**src/rtl/lsu_pkg.sv**
```systemverilog
`default_nettype none
// ============================================================================
//  Module      : lsu_pkg
//  Description : Shared definitions for the load/store unit: funct3 access
//                encodings, the sequencing state type and the access-size
//                helper used by both the request check and the beat counter.
//  Contents    : F3_B/F3_H/F3_W/F3_BU/F3_HU  funct3 encodings
//                lsu_state_e                 IDLE / ACCESS / RESP
//                size_of()                   bytes per access (0 = illegal)
//  Revision    : 1.0  initial release
// ============================================================================
package lsu_pkg;

  localparam logic [2:0] F3_B  = 3'b000;
  localparam logic [2:0] F3_H  = 3'b001;
  localparam logic [2:0] F3_W  = 3'b010;
  localparam logic [2:0] F3_BU = 3'b100;
  localparam logic [2:0] F3_HU = 3'b101;

  typedef enum logic [1:0] {
    ST_IDLE   = 2'd0,
    ST_ACCESS = 2'd1,
    ST_RESP   = 2'd2
  } lsu_state_e;

  // Number of bytes moved by an access; 0 flags an encoding with no meaning
  // for either loads or stores.
  function automatic logic [2:0] size_of(input logic [2:0] funct3);
    case (funct3)
      F3_B, F3_BU: size_of = 3'd1;
      F3_H, F3_HU: size_of = 3'd2;
      F3_W:        size_of = 3'd4;
      default:     size_of = 3'd0;
    endcase
  endfunction

endpackage
`default_nettype wire

```
**src/rtl/lsu_load_ext.sv**
```systemverilog
`default_nettype none
// ============================================================================
//  Module      : lsu_load_ext
//  Description : Combinational load-data formatter. Takes the little-endian
//                assembled bytes of a load and applies sign or zero extension
//                according to the access funct3.
//  Ports       : funct3_i [2:0]   access encoding (b/h/w/bu/hu)
//                bytes_i  [31:0]  assembled bytes, byte 0 in bits [7:0]
//                data_o   [31:0]  extended load result (0 for other codes)
//  Revision    : 1.0  initial release
// ============================================================================
module lsu_load_ext
  import lsu_pkg::*;
(
  input  logic [2:0]  funct3_i,
  input  logic [31:0] bytes_i,
  output logic [31:0] data_o
);

  always_comb begin
    data_o = '0;
    case (funct3_i)
      F3_B:    data_o = {{24{bytes_i[7]}}, bytes_i[7:0]};
      F3_BU:   data_o = {24'd0, bytes_i[7:0]};
      F3_H:    data_o = {{16{bytes_i[15]}}, bytes_i[15:0]};
      F3_HU:   data_o = {16'd0, bytes_i[15:0]};
      F3_W:    data_o = bytes_i;
      default: data_o = '0;
    endcase
  end

endmodule
`default_nettype wire

```
**src/rtl/load_store_unit.sv**
```systemverilog
`default_nettype none
// ============================================================================
//  Module      : load_store_unit
//  Description : Initiator side of the data-memory interface. Accepts one
//                load/store request at a time and sequences it as byte beats
//                over a byte-wide memory port, then reports a one-cycle
//                response with extended load data or an error flag.
//  Parameters  : MEM_BYTES      addressable bytes; accesses reaching beyond
//                               the last byte are rejected without a beat
//  Ports       : clk, rst_n     clock, asynchronous active-low reset
//                req_*_i/_o     core request (valid/ready, we, funct3,
//                               addr, wdata)
//                resp_*_o       response pulse, load data, error flag
//                mem_*_o        byte beat: read/write strobe, addr, wdata
//                mem_rdata_i    read byte, valid with mem_ack_i
//                mem_ack_i      current beat completes this cycle
//  Revision    : 1.0  initial release
// ============================================================================
module load_store_unit
  import lsu_pkg::*;
#(
  parameter int unsigned MEM_BYTES = 128
) (
  input  logic        clk,
  input  logic        rst_n,
  input  logic        req_valid_i,
  output logic        req_ready_o,
  input  logic        req_we_i,
  input  logic [2:0]  req_funct3_i,
  input  logic [31:0] req_addr_i,
  input  logic [31:0] req_wdata_i,
  output logic        resp_valid_o,
  output logic [31:0] resp_rdata_o,
  output logic        resp_err_o,
  output logic        mem_read_o,
  output logic        mem_write_o,
  output logic [31:0] mem_addr_o,
  output logic [7:0]  mem_wdata_o,
  input  logic [7:0]  mem_rdata_i,
  input  logic        mem_ack_i
);

  // --------------------------------------------------------------------------
  // State
  // --------------------------------------------------------------------------
  lsu_state_e  state_q;
  logic        we_q;
  logic [2:0]  f3_q;
  logic [1:0]  cnt_q;       // index of the beat currently on the bus
  logic [1:0]  last_q;      // index of the final beat (size - 1)
  logic [31:0] wdata_q;     // store bytes not yet presented, next in [7:0]
  logic [31:0] data_q;      // load bytes collected so far

  logic        req_ready_q;
  logic        resp_valid_q;
  logic [31:0] resp_rdata_q;
  logic        resp_err_q;
  logic        mem_read_q;
  logic        mem_write_q;
  logic [31:0] mem_addr_q;
  logic [7:0]  mem_wdata_q;

  // --------------------------------------------------------------------------
  // Request check and load assembly
  // --------------------------------------------------------------------------
  logic [2:0]  req_size;
  logic [32:0] req_end;
  logic        req_bad;
  logic [31:0] data_d;
  logic [31:0] ext_data;

  always_comb begin
    req_size = size_of(req_funct3_i);
    // 33-bit sum so an access near the top of the address space cannot wrap
    // back into range.
    req_end  = {1'b0, req_addr_i} + {30'd0, req_size} - 33'd1;
    req_bad  = (req_size == 3'd0)
            || (req_we_i && req_funct3_i[2])
            || (req_end >= 33'(MEM_BYTES));
    // Byte arriving this cycle merged in, so the final beat's data can be
    // extended and registered on the same edge that completes it.
    data_d = data_q;
    data_d[{cnt_q, 3'b000} +: 8] = mem_rdata_i;
  end

  lsu_load_ext u_load_ext (
    .funct3_i (f3_q),
    .bytes_i  (data_d),
    .data_o   (ext_data)
  );

  // --------------------------------------------------------------------------
  // Sequencer
  // --------------------------------------------------------------------------
  always_ff @(posedge clk or negedge rst_n) begin
    if (!rst_n) begin
      state_q      <= ST_IDLE;
      we_q         <= 1'b0;
      f3_q         <= 3'd0;
      cnt_q        <= 2'd0;
      last_q       <= 2'd0;
      wdata_q      <= 32'd0;
      data_q       <= 32'd0;
      req_ready_q  <= 1'b1;
      resp_valid_q <= 1'b0;
      resp_rdata_q <= 32'd0;
      resp_err_q   <= 1'b0;
      mem_read_q   <= 1'b0;
      mem_write_q  <= 1'b0;
      mem_addr_q   <= 32'd0;
      mem_wdata_q  <= 8'd0;
    end else begin
      case (state_q)
        ST_IDLE: begin
          if (req_valid_i) begin
            req_ready_q <= 1'b0;
            we_q        <= req_we_i;
            f3_q        <= req_funct3_i;
            cnt_q       <= 2'd0;
            data_q      <= 32'd0;
            if (req_bad) begin
              // Rejected requests never touch the memory port.
              state_q      <= ST_RESP;
              resp_valid_q <= 1'b1;
              resp_err_q   <= 1'b1;
              resp_rdata_q <= 32'd0;
            end else begin
              state_q     <= ST_ACCESS;
              last_q      <= 2'(req_size - 3'd1);
              mem_read_q  <= ~req_we_i;
              mem_write_q <= req_we_i;
              mem_addr_q  <= req_addr_i;
              mem_wdata_q <= req_we_i ? req_wdata_i[7:0] : 8'd0;
              wdata_q     <= {8'd0, req_wdata_i[31:8]};
            end
          end
        end

        ST_ACCESS: begin
          // Without an ack the beat simply holds; there is no timeout.
          if (mem_ack_i) begin
            data_q <= data_d;
            if (cnt_q == last_q) begin
              state_q      <= ST_RESP;
              mem_read_q   <= 1'b0;
              mem_write_q  <= 1'b0;
              mem_addr_q   <= 32'd0;
              mem_wdata_q  <= 8'd0;
              resp_valid_q <= 1'b1;
              resp_err_q   <= 1'b0;
              resp_rdata_q <= we_q ? 32'd0 : ext_data;
            end else begin
              cnt_q       <= cnt_q + 2'd1;
              mem_addr_q  <= mem_addr_q + 32'd1;
              mem_wdata_q <= we_q ? wdata_q[7:0] : 8'd0;
              wdata_q     <= {8'd0, wdata_q[31:8]};
            end
          end
        end

        ST_RESP: begin
          state_q      <= ST_IDLE;
          resp_valid_q <= 1'b0;
          req_ready_q  <= 1'b1;
        end

        default: begin
          state_q      <= ST_IDLE;
          resp_valid_q <= 1'b0;
          req_ready_q  <= 1'b1;
          mem_read_q   <= 1'b0;
          mem_write_q  <= 1'b0;
        end
      endcase
    end
  end

  assign req_ready_o  = req_ready_q;
  assign resp_valid_o = resp_valid_q;
  assign resp_rdata_o = resp_rdata_q;
  assign resp_err_o   = resp_err_q;
  assign mem_read_o   = mem_read_q;
  assign mem_write_o  = mem_write_q;
  assign mem_addr_o   = mem_addr_q;
  assign mem_wdata_o  = mem_wdata_q;

endmodule
`default_nettype wire

```
**config.mk**
```make
export PLATFORM = sky130hd
export DESIGN_NAME = load_store_unit
export DESIGN_NICKNAME = d
export VERILOG_FILES = /design/src/rtl/lsu_pkg.sv /design/src/rtl/lsu_load_ext.sv /design/src/rtl/load_store_unit.sv
export SDC_FILE = /design/constraint.sdc
export NUM_CORES = 1
export LEC_CHECK = 0
export CAP_MARGIN = 20
export CORE_MARGIN = 5
export CORE_UTILIZATION = 40
export DETAILED_ROUTE_END_ITERATION = 6
export PLACE_DENSITY = 0.74
export SETUP_SLACK_MARGIN = 0.3
export SYNTH_ARGS = -nofsm -noshare
export SYNTH_HDL_FRONTEND = slang
export SYNTH_HIERARCHICAL = 1
export SYNTH_SLANG_ARGS = --single-unit
```
**constraint.sdc**
```tcl
create_clock -name clk -period 2.45 [get_ports clk]
set_input_delay 0.3675 -clock clk [delete_from_list [all_inputs] [get_ports clk]]
set_output_delay 0.3675 -clock clk [all_outputs]
set_load 0.02 [all_outputs]
```
## Word-level counts from Yosys, hierarchy flattened

Index checks and enable logic that the tools add are counted.

| operators by class | value |
|---|---|
| $add $sub $neg | 6 |
| $mul | 0 |
| div/mod/pow operators | 0 |
| order comparisons | 1 |
| equal/unequal tests | 17 |
| shifts and indexed selects | 2 |
| mux-type cells | 54 |
| bitwise logic cells | 4 |
| reduce and logical (&&, ||, !) cells | 21 |

Operators by type and width:

| cell | count |
|---|---|
| 32-bit 2-to-1 mux | 15 |
| 32-bit case mux with 2 select lines | 4 |
| 32-bit case mux with 5 select lines | 1 |
| 8-bit 2-to-1 mux | 6 |
| 32-bit by 3-bit adder with 33-bit output | 1 |
| 33-bit by 8-bit >= comparator with 1-bit output, second input constant | 1 |
| 33-bit by 1-bit subtractor with 33-bit output, second input constant | 1 |
| 32-bit by 1-bit adder with 32-bit output, second input constant | 1 |
| 32-bit bitwise mux | 1 |
| 8-bit by 7-bit variable shift with 32-bit output, first input constant | 1 |
| 8-bit by 7-bit indexed part select with 32-bit output | 1 |
| 8-bit case mux with 2 select lines | 1 |
| 5-bit AND reduction | 3 |
| 2-bit 2-to-1 mux | 7 |
| 3-bit equality test, second input constant | 4 |
| 2-bit != test, second input constant | 6 |
| 4-bit AND reduction | 3 |
| 1-bit 2-to-1 mux | 11 |
| 3-bit logical NOT | 3 |
| 3-bit case mux with 3 select lines | 1 |
| 3-bit AND reduction | 3 |
| 2-bit case mux with 2 select lines | 2 |
| 5-bit negator with 7-bit output | 1 |
| 3-bit by 1-bit equality test with 1-bit output, second input constant | 2 |
| other kinds (15) | 25 |

| word-level totals | value |
|---|---|
| register bits after elaboration | 151 |
| latch bits | 0 |
| memory bits (writable) | 0 |
| memory bits (read-only) | 0 |
| output and inout bits | 77 |
| word-level logic and storage cells | 120 |
| memories kept | 0 |

## Depth between registers and ports, before layout

| logic depth | value |
|---|---|
| depth in word-level cells | 10 |
| gate-level depth with buffers | 19 |
| depth with buffers taken out | 16 |

## Modules after synthesis

Netlist, hierarchy kept.

Modules (own cells, without submodules):

| module | times used | cells an instance | area an instance (µm²) | seq. area each (µm²) |
|---|---|---|---|---|
| load_store_unit | 1 | 1,244 | 10,113.4 | 3,579.7 |
| lsu_load_ext | 1 | 71 | 581.8 | 0.0 |

## Least setup slack after synthesis

No wires, ideal clock.

| timing path | value |
|---|---|
| path kind | input to register |
| from | input port req_funct3_i[0] |
| to | register mem_addr_q[11], in the netlist mem_addr_o[11] |
| arrival | 3.675 ns |
| data required time | 2.319 ns |
| path slack | -1.355 ns |
| stages on the path | 17 |
| buffers on the path | 2 |
| path through | nand2b_1 or2_2 ha_1 inv_1 ha_1 a211oi_1 o211ai_2 and4_1 or3_1 a21oi_1 nand4_1 a2111oi_2 nand4_1 buf_2 buf_2 o211ai_1 nand3_1 |

| on the way | value |
|---|---|
| longest elaborated chain between the ends | 9 |
| elaborated cells on any way between the ends | 16 |
| classes of those cells | 2 x add/sub; 1 x order compare; 5 x eq/ne; 1 x mux; 7 x reduce/logical |

Ends and longest elaborated chain:

| element | RTL line | text |
|---|---|---|
| from (decl) | load_store_unit.sv:29 | `input logic [2:0] req_funct3_i,` |
| 3-bit by 1-bit equality test with 1-bit output (tied with other cells) | lsu_pkg.sv:29 | `case (funct3)` |
| 2-bit OR reduction | lsu_pkg.sv:29 |  |
| 3-bit case mux with 3 select lines * | lsu_pkg.sv:29 |  |
| 32-bit by 3-bit adder with 33-bit output | load_store_unit.sv:76 | `req_end = {1'b0, req_addr_i} + {30'd0, req_size} - 33'd1;` |
| 33-bit by 1-bit subtractor with 33-bit output | load_store_unit.sv:76 |  |
| 33-bit by 8-bit >= comparator with 1-bit output | load_store_unit.sv:79 | `\|\| (req_end >= 33'(MEM_BYTES));` |
| 1-bit logical OR * | load_store_unit.sv:79 |  |
| 2-bit != test (no line) * | - |  |
| 4-bit AND reduction (no line) * | - |  |
| to (signal assigned) | load_store_unit.sv:132 | `mem_addr_q <= req_addr_i;` |
| to (signal assigned) | load_store_unit.sv:154 | `mem_addr_q <= mem_addr_q + 32'd1;` |
| to (decl) | load_store_unit.sv:60 | `logic [31:0] mem_addr_q;` |

Mark *: on every way between the ends. The rest lies on a longest branch, timed or not.
A chain may end at the register's enable or synchronous reset.

## Final worst setup path

| timing path | value |
|---|---|
| from | input port req_funct3_i[0] |
| to | register mem_wdata_q[0], in the netlist mem_wdata_o[0] |

| on the way | value |
|---|---|
| longest elaborated chain between the ends | 9 |
| elaborated cells on any way between the ends | 16 |
| classes of those cells | 2 x add/sub; 1 x order compare; 5 x eq/ne; 1 x mux; 7 x reduce/logical |

Ends and longest elaborated chain:

| element | RTL line | text |
|---|---|---|
| 3-bit by 1-bit equality test with 1-bit output (tied with other cells) | lsu_pkg.sv:29 |  |
| 2-bit OR reduction | lsu_pkg.sv:29 |  |
| 3-bit case mux with 3 select lines * | lsu_pkg.sv:29 |  |
| 32-bit by 3-bit adder with 33-bit output | load_store_unit.sv:76 |  |
| 33-bit by 1-bit subtractor with 33-bit output | load_store_unit.sv:76 |  |
| 33-bit by 8-bit >= comparator with 1-bit output | load_store_unit.sv:79 |  |
| 1-bit logical OR * | load_store_unit.sv:79 |  |
| 2-bit != test (no line) * | - |  |
| 4-bit AND reduction (no line) * | - |  |
| to (signal assigned) | load_store_unit.sv:133 | `mem_wdata_q <= req_we_i ? req_wdata_i[7:0] : 8'd0;` |
| to (signal assigned) | load_store_unit.sv:155 | `mem_wdata_q <= we_q ? wdata_q[7:0] : 8'd0;` |
| to (decl) | load_store_unit.sv:61 | `logic [7:0] mem_wdata_q;` |

Marked as above.

==> results.cfg <==
[floorplanning]
die_h_um = 174
ioPinCount = 157
start_util_pct = 40.8
core_area_um2 = 26200
die_width_um = 174
rows = 59
die-area_um2 = 30100

[layout]
syn2layout_area_growth_pct = 51.5
layout.cells.non_filler = 2018
seq_area_um2 = 3580
multi_input_area_um2 = 7130
drive_above_1_share_pct = 29.0
final_nets = 1792
fill_cells = 2121
n_antenna_cell = 0
postLayoutCellArea_um2 = 16200

[yosys]
synthTopCellsByArea = dfrtp_1, nand3_1, a22o_1
synth_flop_cell = dfrtp_1
synth_top_area_cell = dfrtp_1
synth_edf_count = 0
async_flop_share_pct = 100
synth_top_area_share_pct = 33.2
synth-seq-cells = 143
syn_avg_cell_area_um2 = 8.13
yosysSeqAreaShare_pct = 33.5
synth_warnings = 6
syn_area_um2 = 10700
yosysMostFrequentCell = dfrtp_1
synth_cells = 1315
synth_cell_types = 78
synth_top_cells_by_count = dfrtp_1, nand2_1, nand3_1
synthesis.nets = 1437

[timing]
skew_ns = 0.0142
setup_violations = 104
finalCriticalPeriod_ns = 3.55
hold_viol = 0
clock.fmax_mhz = 282
slew_headroom_pct = 43.3
timing.setup.tns_ns = -108.52
rsz0062_at_grt = yes
timing.hold.ws_ns = 0.182
setup_ws_ns = -1.10
fin_crit_sh_pct = 145
worst_pin_slew_ns = 0.842
slew_violations = 0

[placed_design]
gp_congestion = 0.955
place_area_um2 = 14600
post-dp-hpwl_um = 28700
dp.cells = 1953
io_buffers = 156

[clock_tree]
root_buffer = clkbuf_16
htree_levels = 4
clockBufferDepth = 2
cts_tree = built
clk_pin_slew_worst_paths_ns = 0.06
cts_buffers = 17
numClockSinks = 143
clk_latency_ns = 0.44

[pwr]
p_int_mw = 4.71
swShare_pct = 32.2
leakagePower_nw = 7.30
p_switching_mw = 2.24
vdd_ir_drop_max_v = 0.000472
seqPwrFrac_pct = 35.5
power.density_nw_per_um2 = 429
combinationalPowerShare_pct = 28.8
clock_power_share_pct = 35.6

[critical_path]
required_ns = 2.76
worstSetupPathType = input port to flop
arrival_ns = 3.86
rr_startpoint = cnt_q[1]$_DFFE_PN0P_
cp_max_fo = 6
critPathLaunch = req_funct3_i[0]
start_kind = input port
end_kind = flop

[route]
ant_nets = 0
vias = 12100
first_pass_iters = 5
drc = 0
routed_wl_um = 41600
drt-initial-drc-count = 1464
vias_per_cell = 6.02
wl_per_cell_um = 20.6

[global_route]
track_usage_pct = 25.7
grt_pass1_vias = 11700
grt.overflow.total = 0
grt_max_degree = 54
grt_pass1_wl_um = 63300
antenna_found_initial = 0

[hold_path]
hp-start = req_funct3_i[0]
worst_hold_path_type = input port to flop

[run]
cap_violations = 0

[outcome]
status = complete, but fails checks
violations = negative setup slack
## state kept, by name, indices dropped and copies added (netlist names), 2 cells and up
| name | count |
|---|---|
| data_q | 32 |
| cnt_q | 2 |
| wdata_q | 24 |
| f3_q | 3 |
| resp_rdata_o | 32 |
| last_q | 2 |
| state_q | 2 |
| mem_wdata_o | 8 |
| mem_addr_o | 32 |
## layout by cell type (no fill, tap or decap), types with 15 or more instances in the layout
cell type,Yosys,routed
nand3_2,0,64
buf_4,9,238
a21oi_1,37,36
clkbuf_16,0,24
and3_1,32,30
o21ai_0,86,79
o21ai_1,20,20
clkdlybuf4s50_1,0,145
nor3_1,29,27
and2_1,24,22
nand4_1,36,36
a21o_1,18,18
nor3b_1,24,21
nor2_1,48,43
ha_1,41,34
nand3_1,137,63
a22o_1,64,64
inv_1,93,85
mux2i_1,29,29
dfrtp_1,142,141
buf_6,7,16
buf_12,0,15
nand2_1,139,136
## area by class of cell
cell class              instances  share of cell area (%)
flip-flops and latches        143                    22.1
repair buffers                438                    25.7
clock inverters                14                   0.764
well taps                     335                    2.59
inverters                      93                    2.17
clock buffers                  18                    2.65
multi-input cells             977                    44.0
## critical path, cell delays in order
cell,delay [ns]
buf_8,0.10
nand2b_4,0.13
or2_4,0.25
ha_4,0.26
fa_2,0.37
nor2b_4,0.16
o31ai_4,0.09
a211o_1,0.33
a21o_1,0.22
nor4b_4,0.13
a311o_1,0.33
and4_1,0.21
and2_4,0.17
buf_6,0.12
buf_6,0.13
and3_4,0.20
o31a_1,0.29
## final timing paths
kind | end | slack (ns) | cells past startpoint
worst max-delay path | mem_wdata_o[0]$_DFFE_PN0P_ | -1.10 | 17
worst min-delay path | f3_q[0]$_DFFE_PN0P_ | 0.18 | 2
worst max register to register | mem_addr_o[5]$_DFFE_PN0P_ | -0.34 | 9
worst min register to register | data_q[2]$_DFFE_PN0P_ | 0.50 | 1
max in group asynchronous | data_q[4]$_DFFE_PN0P_ | 1.31 | 3
min in group asynchronous | resp_rdata_o[30]$_DFFE_PN0P_ | 0.42 | 2
## stage by stage
stage	setup WS, ns	power (mW)	utilization [%]
global route	-1.26	7.20	61.8
floorplan	-1.08	3.45	-
global placement	-1.94	4.32	55.6
finish	-1.10	6.95	61.8
CTS	-1.08	6.88	60.0
detailed placement	-1.99	4.35	55.6
## layer usage
metal / wire, um / vias to the layer above / track usage, %
met5: 0 / - / 0
met4: 1640 / 0 / 8.58
met3: 3260 / 125 / 3.95
met2: 19100 / 661 / 41.6
met1: 17600 / 5791 / 35.4
li1: - / 5570 / -
## cell families after synthesis
kind of cell,share of synthesized area [%]
AND/OR/NAND/NOR,24.6
AO/OA/AOI/OAI,24.5
buffers and inverters,7.85
flip-flops,33.5
adder cells (fa/ha/maj),4.98
multiplexers,3.45
XOR/XNOR,1.15
## power groups by stage
| stage | Sequential, mW | Combinational (mW) | Clock [mW] |
|---|---|---|---|
| floorplan | 2.54 | 0.913 | 0 |
| global placement | 2.50 | 1.82 | 0 |
| detailed placement | 2.51 | 1.84 | 0 |
| CTS | 2.46 | 1.94 | 2.48 |
| global route | 2.47 | 2.14 | 2.59 |
| finish | 2.47 | 2.00 | 2.48 |
## repair_timing
| item | in CTS | in global routing |
|---|---|---|
| pin swaps | 30 | 35 |
| endpoints found under the hold margin | 37 | 0 |
| resized for setup | 95 | 55 |
| buffers inserted | 12 | 6 |
| endpoints found under the setup margin | 104 | 118 |
| hold buffers | 1 | 0 |
| gates cloned | 6 | 8 |
(Power assumes the default switching activity.)
